[src/rtl/axi4_lite_slave_read_sched_pkg.sv]
// Shared types and constants for the AXI4-Lite slave read scheduler.
package axi4_lite_slave_read_sched_pkg;

  localparam logic [1:0] RRESP_OKAY   = 2'b00;
  localparam logic [1:0] RRESP_SLVERR = 2'b10;

  localparam int unsigned DEFAULT_MAX_DELAY_READY  = 16;
  localparam int unsigned DEFAULT_MAX_DELAY_RVALID = 10;

  typedef enum logic [1:0] {AR_IDLE, AR_WAIT, AR_READY} ar_state_t;
  typedef enum logic [1:0] {R_IDLE, R_FETCH, R_DELAY, R_VALID} r_state_t;

  function automatic int unsigned clamp_delay(input int unsigned req, input int unsigned lim);
    return (req > lim) ? lim : req;
  endfunction

endpackage

[src/rtl/axi4_lite_sched_fifo.sv]
// Outstanding-read address queue: power-of-2 depth, simultaneous push/pop.
module axi4_lite_sched_fifo #(
  parameter int unsigned WIDTH = 32,
  parameter int unsigned DEPTH = 2
) (
  input  logic                         clk,
  input  logic                         rst,
  input  logic                         push,
  input  logic [WIDTH-1:0]             wr_data,
  input  logic                         pop,
  output logic [WIDTH-1:0]             rd_data,
  output logic                         full,
  output logic                         empty,
  output logic [$clog2(DEPTH+1)-1:0]   level
);

  localparam int unsigned PW = $clog2(DEPTH);
  localparam int unsigned LW = $clog2(DEPTH+1);

  logic [WIDTH-1:0] mem [DEPTH];
  logic [PW-1:0]    wr_ptr;
  logic [PW-1:0]    rd_ptr;
  logic             do_push;
  logic             do_pop;

  assign full    = (level == LW'(DEPTH));
  assign empty   = (level == '0);
  assign do_push = push && !full;
  assign do_pop  = pop && !empty;
  assign rd_data = mem[rd_ptr];

  always_ff @(posedge clk or posedge rst) begin
    if (rst) begin
      wr_ptr <= '0;
      rd_ptr <= '0;
      level  <= '0;
    end else begin
      if (do_push) wr_ptr <= wr_ptr + PW'(1);
      if (do_pop)  rd_ptr <= rd_ptr + PW'(1);
      case ({do_push, do_pop})
        2'b10:   level <= level + LW'(1);
        2'b01:   level <= level - LW'(1);
        default: level <= level;
      endcase
    end
  end

  always_ff @(posedge clk) begin
    if (do_push) mem[wr_ptr] <= wr_data;
  end

endmodule

[src/rtl/axi4_lite_slave_read_scheduler.sv]
// AXI4-Lite read slave: AR acceptance with programmable ready delay, queued
// reads to a backing memory and R responses with programmable valid delay.
module axi4_lite_slave_read_scheduler
  import axi4_lite_slave_read_sched_pkg::*;
#(
  parameter int unsigned ADDR_WIDTH       = 32,
  parameter int unsigned DATA_WIDTH       = 32,
  parameter int unsigned DEPTH            = 2,
  parameter int unsigned MAX_DELAY_READY  = DEFAULT_MAX_DELAY_READY,
  parameter int unsigned MAX_DELAY_RVALID = DEFAULT_MAX_DELAY_RVALID
) (
  input  logic                        aclk,
  input  logic                        areset,
  input  logic                        cfg_default_ready,
  input  logic [4:0]                  cfg_arready_delay,
  input  logic [3:0]                  cfg_rvalid_delay,
  input  logic                        arvalid,
  input  logic [ADDR_WIDTH-1:0]       araddr,
  output logic                        arready,
  output logic                        rvalid,
  output logic [DATA_WIDTH-1:0]       rdata,
  output logic [1:0]                  rresp,
  input  logic                        rready,
  output logic                        mem_rd_en,
  output logic [ADDR_WIDTH-1:0]       mem_rd_addr,
  input  logic [DATA_WIDTH-1:0]       mem_rd_data,
  input  logic                        mem_rd_err,
  output logic [$clog2(DEPTH+1)-1:0]  fifo_level
);

  localparam int unsigned ARC_W = $clog2(MAX_DELAY_READY + 1);
  localparam int unsigned RC_W  = $clog2(MAX_DELAY_RVALID + 1);

  ar_state_t             ar_state, ar_state_nx;
  logic [ARC_W-1:0]      ar_cnt, ar_cnt_nx;
  logic                  ar_en;
  int unsigned           ar_delay;

  r_state_t              r_state, r_state_nx;
  logic [RC_W-1:0]       r_cnt, r_cnt_nx;
  logic                  cap_pend;
  int unsigned           r_delay;

  logic                  push, pop;
  logic                  fifo_full, fifo_empty;
  logic [ADDR_WIDTH-1:0] fifo_head;

  assign push   = arvalid && arready;
  assign rvalid = (r_state == R_VALID);

  axi4_lite_sched_fifo #(
    .WIDTH (ADDR_WIDTH),
    .DEPTH (DEPTH)
  ) u_fifo (
    .clk     (aclk),
    .rst     (areset),
    .push    (push),
    .wr_data (araddr),
    .pop     (pop),
    .rd_data (fifo_head),
    .full    (fifo_full),
    .empty   (fifo_empty),
    .level   (fifo_level)
  );

  // ar_en keeps arready low until the first clock edge after reset release.
  always_ff @(posedge aclk or posedge areset) begin
    if (areset) begin
      ar_state <= AR_IDLE;
      ar_cnt   <= '0;
      ar_en    <= 1'b0;
    end else begin
      ar_state <= ar_state_nx;
      ar_cnt   <= ar_cnt_nx;
      ar_en    <= 1'b1;
    end
  end

  // AR_IDLE itself accounts for one delay cycle and AR_WAIT's zero count for
  // another, so the counter loads delay-2 and delays below 2 skip AR_WAIT.
  always_comb begin
    ar_state_nx = ar_state;
    ar_cnt_nx   = ar_cnt;
    arready     = 1'b0;
    ar_delay    = clamp_delay(32'(cfg_arready_delay), MAX_DELAY_READY);
    case (ar_state)
      AR_IDLE: begin
        if (cfg_default_ready) begin
          arready = ar_en && !fifo_full;
        end else if (arvalid) begin
          if (ar_delay < 2) begin
            ar_state_nx = AR_READY;
          end else begin
            ar_state_nx = AR_WAIT;
            ar_cnt_nx   = ARC_W'(ar_delay - 2);
          end
        end
      end
      AR_WAIT: begin
        if (!arvalid) begin
          ar_state_nx = AR_IDLE;
          ar_cnt_nx   = '0;
        end else if (ar_cnt == '0) begin
          ar_state_nx = AR_READY;
        end else begin
          ar_cnt_nx = ar_cnt - ARC_W'(1);
        end
      end
      AR_READY: begin
        arready = !fifo_full;
        if (arvalid && !fifo_full) ar_state_nx = AR_IDLE;
      end
      default: ar_state_nx = AR_IDLE;
    endcase
  end

  always_ff @(posedge aclk or posedge areset) begin
    if (areset) begin
      r_state  <= R_IDLE;
      r_cnt    <= '0;
      cap_pend <= 1'b0;
      rdata    <= '0;
      rresp    <= RRESP_OKAY;
    end else begin
      r_state  <= r_state_nx;
      r_cnt    <= r_cnt_nx;
      cap_pend <= (r_state == R_FETCH);
      if (cap_pend) begin
        rdata <= mem_rd_data;
        rresp <= mem_rd_err ? RRESP_SLVERR : RRESP_OKAY;
      end
    end
  end

  // A same-cycle push counts as non-empty so a fresh read fetches at T+1.
  always_comb begin
    r_state_nx  = r_state;
    r_cnt_nx    = r_cnt;
    pop         = 1'b0;
    mem_rd_en   = 1'b0;
    mem_rd_addr = '0;
    r_delay     = clamp_delay(32'(cfg_rvalid_delay), MAX_DELAY_RVALID);
    case (r_state)
      R_IDLE: begin
        if (!fifo_empty || push) r_state_nx = R_FETCH;
      end
      R_FETCH: begin
        pop         = 1'b1;
        mem_rd_en   = 1'b1;
        mem_rd_addr = fifo_head;
        r_cnt_nx    = RC_W'(r_delay);
        r_state_nx  = R_DELAY;
      end
      R_DELAY: begin
        if (r_cnt == '0) r_state_nx = R_VALID;
        else             r_cnt_nx   = r_cnt - RC_W'(1);
      end
      R_VALID: begin
        if (rready) r_state_nx = (!fifo_empty || push) ? R_FETCH : R_IDLE;
      end
      default: r_state_nx = R_IDLE;
    endcase
  end

endmodule

[config.mk]
export PLATFORM = sky130hd
export DESIGN_NAME = axi4_lite_slave_read_scheduler
export DESIGN_NICKNAME = d
export VERILOG_FILES = /design/src/rtl/axi4_lite_slave_read_sched_pkg.sv /design/src/rtl/axi4_lite_sched_fifo.sv /design/src/rtl/axi4_lite_slave_read_scheduler.sv
export SDC_FILE = /design/constraint.sdc
export NUM_CORES = 1
export LEC_CHECK = 0
export BUFFER_PORTS_ARGS = -buffer_cell sky130_fd_sc_hd__buf_2
export CORE_MARGIN = 2
export CORE_UTILIZATION = 45
export CTS_BUF_LIST = sky130_fd_sc_hd__clkbuf_4 sky130_fd_sc_hd__clkbuf_8
export DETAILED_ROUTE_END_ITERATION = 12
export PLACE_DENSITY = 0.71
export SLEW_MARGIN = 0
export SYNTH_ARGS = -nofsm -noshare
export SYNTH_HDL_FRONTEND = slang
export SYNTH_SLANG_ARGS = --single-unit
[constraint.sdc]
create_clock -name aclk -period 2.9 [get_ports aclk]
set_input_delay 0.58 -clock aclk [delete_from_list [all_inputs] [get_ports aclk]]
set_output_delay 0.58 -clock aclk [all_outputs]
set_load 0.02 [all_outputs]
==> results by group <==
Cells and area
  – Layout cells sized above 1: 0.4415
  – Fillers: 890
  – Commonest non-fill, non-tap cell in the layout: buf_2
  – Area of the multi-input gates: between 0.0015 and 0.002 mm²
  – Fin nets: just under 600
  – Area delta synth->final: 26.89%
  – Final std cells w/o fill: approximately 660
  – Seq. cell area: ~0.0032 mm²
  – Final core occ: 0.5821
  – Most frequent cells in the layout: buf_2, edfxtp_1, dfrtp_1

Synth
  – Synthesized flop and latch total: about 120
  – Mux contribution to synthesized area: 0.1418
  – Post-Syn Nets: 440
  – Number of distinct library cells after synthesis: 50
  – Post-synth ARST share: 0.4483
  – Mean Syn Cell Area: 14.11 µm²
  – Complex-gate fraction of the synthesized area: 0.05636
  – Synth Cell Area: around 0.005 mm²
  – Post-Synth Simple-Gate Area: 0.08365
  – Syn Inst Count: around 350
  – Post-synth EDFFs: 64
  – Top FF cell, synth: edfxtp_1
  – Largest family of logic cells by synthesized area: multiplexers
  – Post-synthesis adder-cell area fraction: 0.02527
  – Yosys warning count: 0
  – Post-synthesis sequential area ratio: 0.6510
  – Post-Synth XOR/XNOR Area: 0.01061

Critical path
  – Crit path arrival time: around 1.9 ns
  – Element type at the critical path end: output pin
  – Worst endpoint required time: 2.32 ns
  – Crit path max fanout: 24
  – Setup CP Type: flip-flop to output pin
  – Startpoint class of the critical path: flip-flop

Worst hold path
  – Worst Hold Class: input pin to async pin

Floorplanning
  – Die Footprint: between 0.01 and 0.015 mm²
  – Die Y-Extent: between 100 and 150 µm
  – Core ar.: roughly 0.011 mm²
  – Initial Util: 0.4587
  – Num rows: 38
  – IO Count: 150
  – Die Wd: about 110 µm

Detailed routing
  – DRT Pass-1 Iters: 4
  – Detail Route Antenna Nets: 0
  – Drt wl/cell: 14.90 µm
  – Vias: between 3,000 and 4,000
  – Vias/cell: 4.938
  – Post-Route WL: 9.861 mm
  – DRT iter0 DRCs: about 110
  – DRC viols: 0

GRT
  – First-pass GRT wire length: ~15 mm
  – GRT overflow: 0
  – Pin count of the biggest net entering global routing: 34
  – GRT Util Overall: 0.1713
  – Initial antenna violation count: 1
  – Vias in the first global route: approximately 3,300

Job
  – Max Cap Viol: 0

STA
  – Post-route setup slack: between 0.4 and 0.5 ns
  – Fin Setup TNS: 0 ns
  – Final slew viol count: 0
  – Worst-Margin Slew: around 0.6 ns
  – Final Setup Violations: 0
  – Final hold vios: 0
  – Post-route clock skew: around 0.0061 ns
  – Post-layout min period: about 2.4 ns
  – RSZ-0062 raised after global routing: no
  – Fmax achieved: about 410 MHz
  – Slew headroom: 0.5994
  – Fin crit share: 0.8442

Clock network
  – H-Tree Depth: 4
  – Clock Latency Late Sink: between 0.4 and 0.5 ns
  – Reg clk slew, reported paths: ~0.07 ns
  – Root Buffer: clkbuf_8
  – Clock buffer count from CTS: 17
  – CTS tree: yes
  – Hold Buf Count CTS: 0
  – Clk buf depth: 2
  – Clock sink total: 116
  – Post-cts gate resize count: 0
  – Setup bufs post-CTS: 0

Run status
  – Status: finished, final reports clean

Power and ir drop
  – P_leak: between 2 and 3 nW
  – Pwr per Cell Area: approximately 1100 mW/mm²
  – Worst vdd ir: 0.0004803 V

Placement
  – Placed insts: roughly 630
  – Worst slack at placement: 0.6005 ns
  – Port Buffers: 148
  – GPL Wtd Cong: 0.8434
  – Post-DP HPWL: between 6 and 7 mm
==> cell usage after synthesis, drive strengths merged, types with 2 or more instances <==
library cell	count	area share
a211oi	3	0.0045
a21o	3	0.0045
a21oi	5	0.0073
a221oi	2	0.0035
a22o	2	0.0035
a22oi	2	0.0030
a31oi	2	0.0025
buf	9	0.014
clkbuf	8	0.0061
conb	2	0.0015
dfrtp	52	0.26
edfxtp	64	0.39
ha	10	0.025
inv	12	0.0091
mux2	33	0.075
mux2i	33	0.067
nand2	11	0.0083
nand2b	5	0.0068
nand3	3	0.0030
nand3b	3	0.0071
nor2	47	0.036
nor2b	4	0.0051
nor3	3	0.0030
o21ai	8	0.010
o22ai	2	0.0025
or3	3	0.0048
xnor2	4	0.0071
xor2	2	0.0035
==> routing by layer <==
metal | GRT usage | vias up | share of wire
met4 | 0.08059 | 0 | 0.015
met1 | 0.1973 | 1569 | 0.41
met5 | 0 | - | 0
met3 | 0.06097 | 15 | 0.059
li1 | - | 1579 | -
met2 | 0.2848 | 106 | 0.51
==> path summary, 6_finish.rpt <==
kind / from / endpoint / slack (ns) / depth (start not counted)
setup / recovery: r_state[1] / mem_rd_addr[31] / 0.45 / 6
hold / removal: areset / rdata[29] / 0.22 / 2
setup reg to reg: r_state[1] / u_fifo.level[1] / 0.99 / 8
hold reg to reg: rdata[31] / rdata[31] / 0.50 / 1
max in group asynchronous: areset / u_fifo.rd_ptr / 2.12 / 3
min in group aclk: araddr[26] / u_fifo.mem[0][26] / 0.34 / 1
==> power breakdown <==
group          total, W  internal (W)  switching (W)
Combinational   0.00277       0.00114        0.00163
Clock           0.00156      0.000950       0.000610
Sequential      0.00246       0.00220       0.000264
Total           0.00679       0.00429        0.00250
==> cells by family after synthesis <==
group                    count (synthesis)
AO/OA/AOI/OAI                           36
XOR/XNOR                                 6
adder cells (fa/ha/maj)                 10
buffers and inverters                   30
flip-flops                             116
multiplexers                            66
other                                    2
AND/OR/NAND/NOR                         85
==> state kept, by name (all words and copies together), names as in the netlist <==
name,flops
r_cnt,4
ar_en,1
ar_cnt,5
rdata,32
cap_pend,1
rresp,1
r_state,2
u_fifo.level,2
u_fifo.rd_ptr,1
u_fifo.wr_ptr,1
ar_state,2
u_fifo.mem,64
==> stage by stage <==
stage	hold slack (ns)	instance area, µm²	total power, W
final	0.2201	6282	0.006792
after global placement	0.4834	5862	0.005219
after floorplan	0.4676	4951	0.004460
after CTS	0.2167	6280	0.006876
after global routing	0.2679	6280	0.007221
after detailed placement	0.4894	5862	0.005299
==> layout make-up <==
type	count	share of cell area
repair buffers	155	0.1303
diodes	1	0.0003983
clock buffers	20	0.04083
multi-input cells	205	0.2539
inverters	13	0.007767
clock inverters	12	0.02569
well taps	140	0.02788
flip-flops and latches	116	0.5132
==> worst max-delay path, cell delays in order, from the launching register on <==
cell	delay, ns
dfrtp_1	0.41
inv_1	0.13
ha_1	0.23
clkinv_1	0.10
buf_4	0.22
nor2_1	0.16
buf_2	0.18
Power figures use the tool's default switching activity.
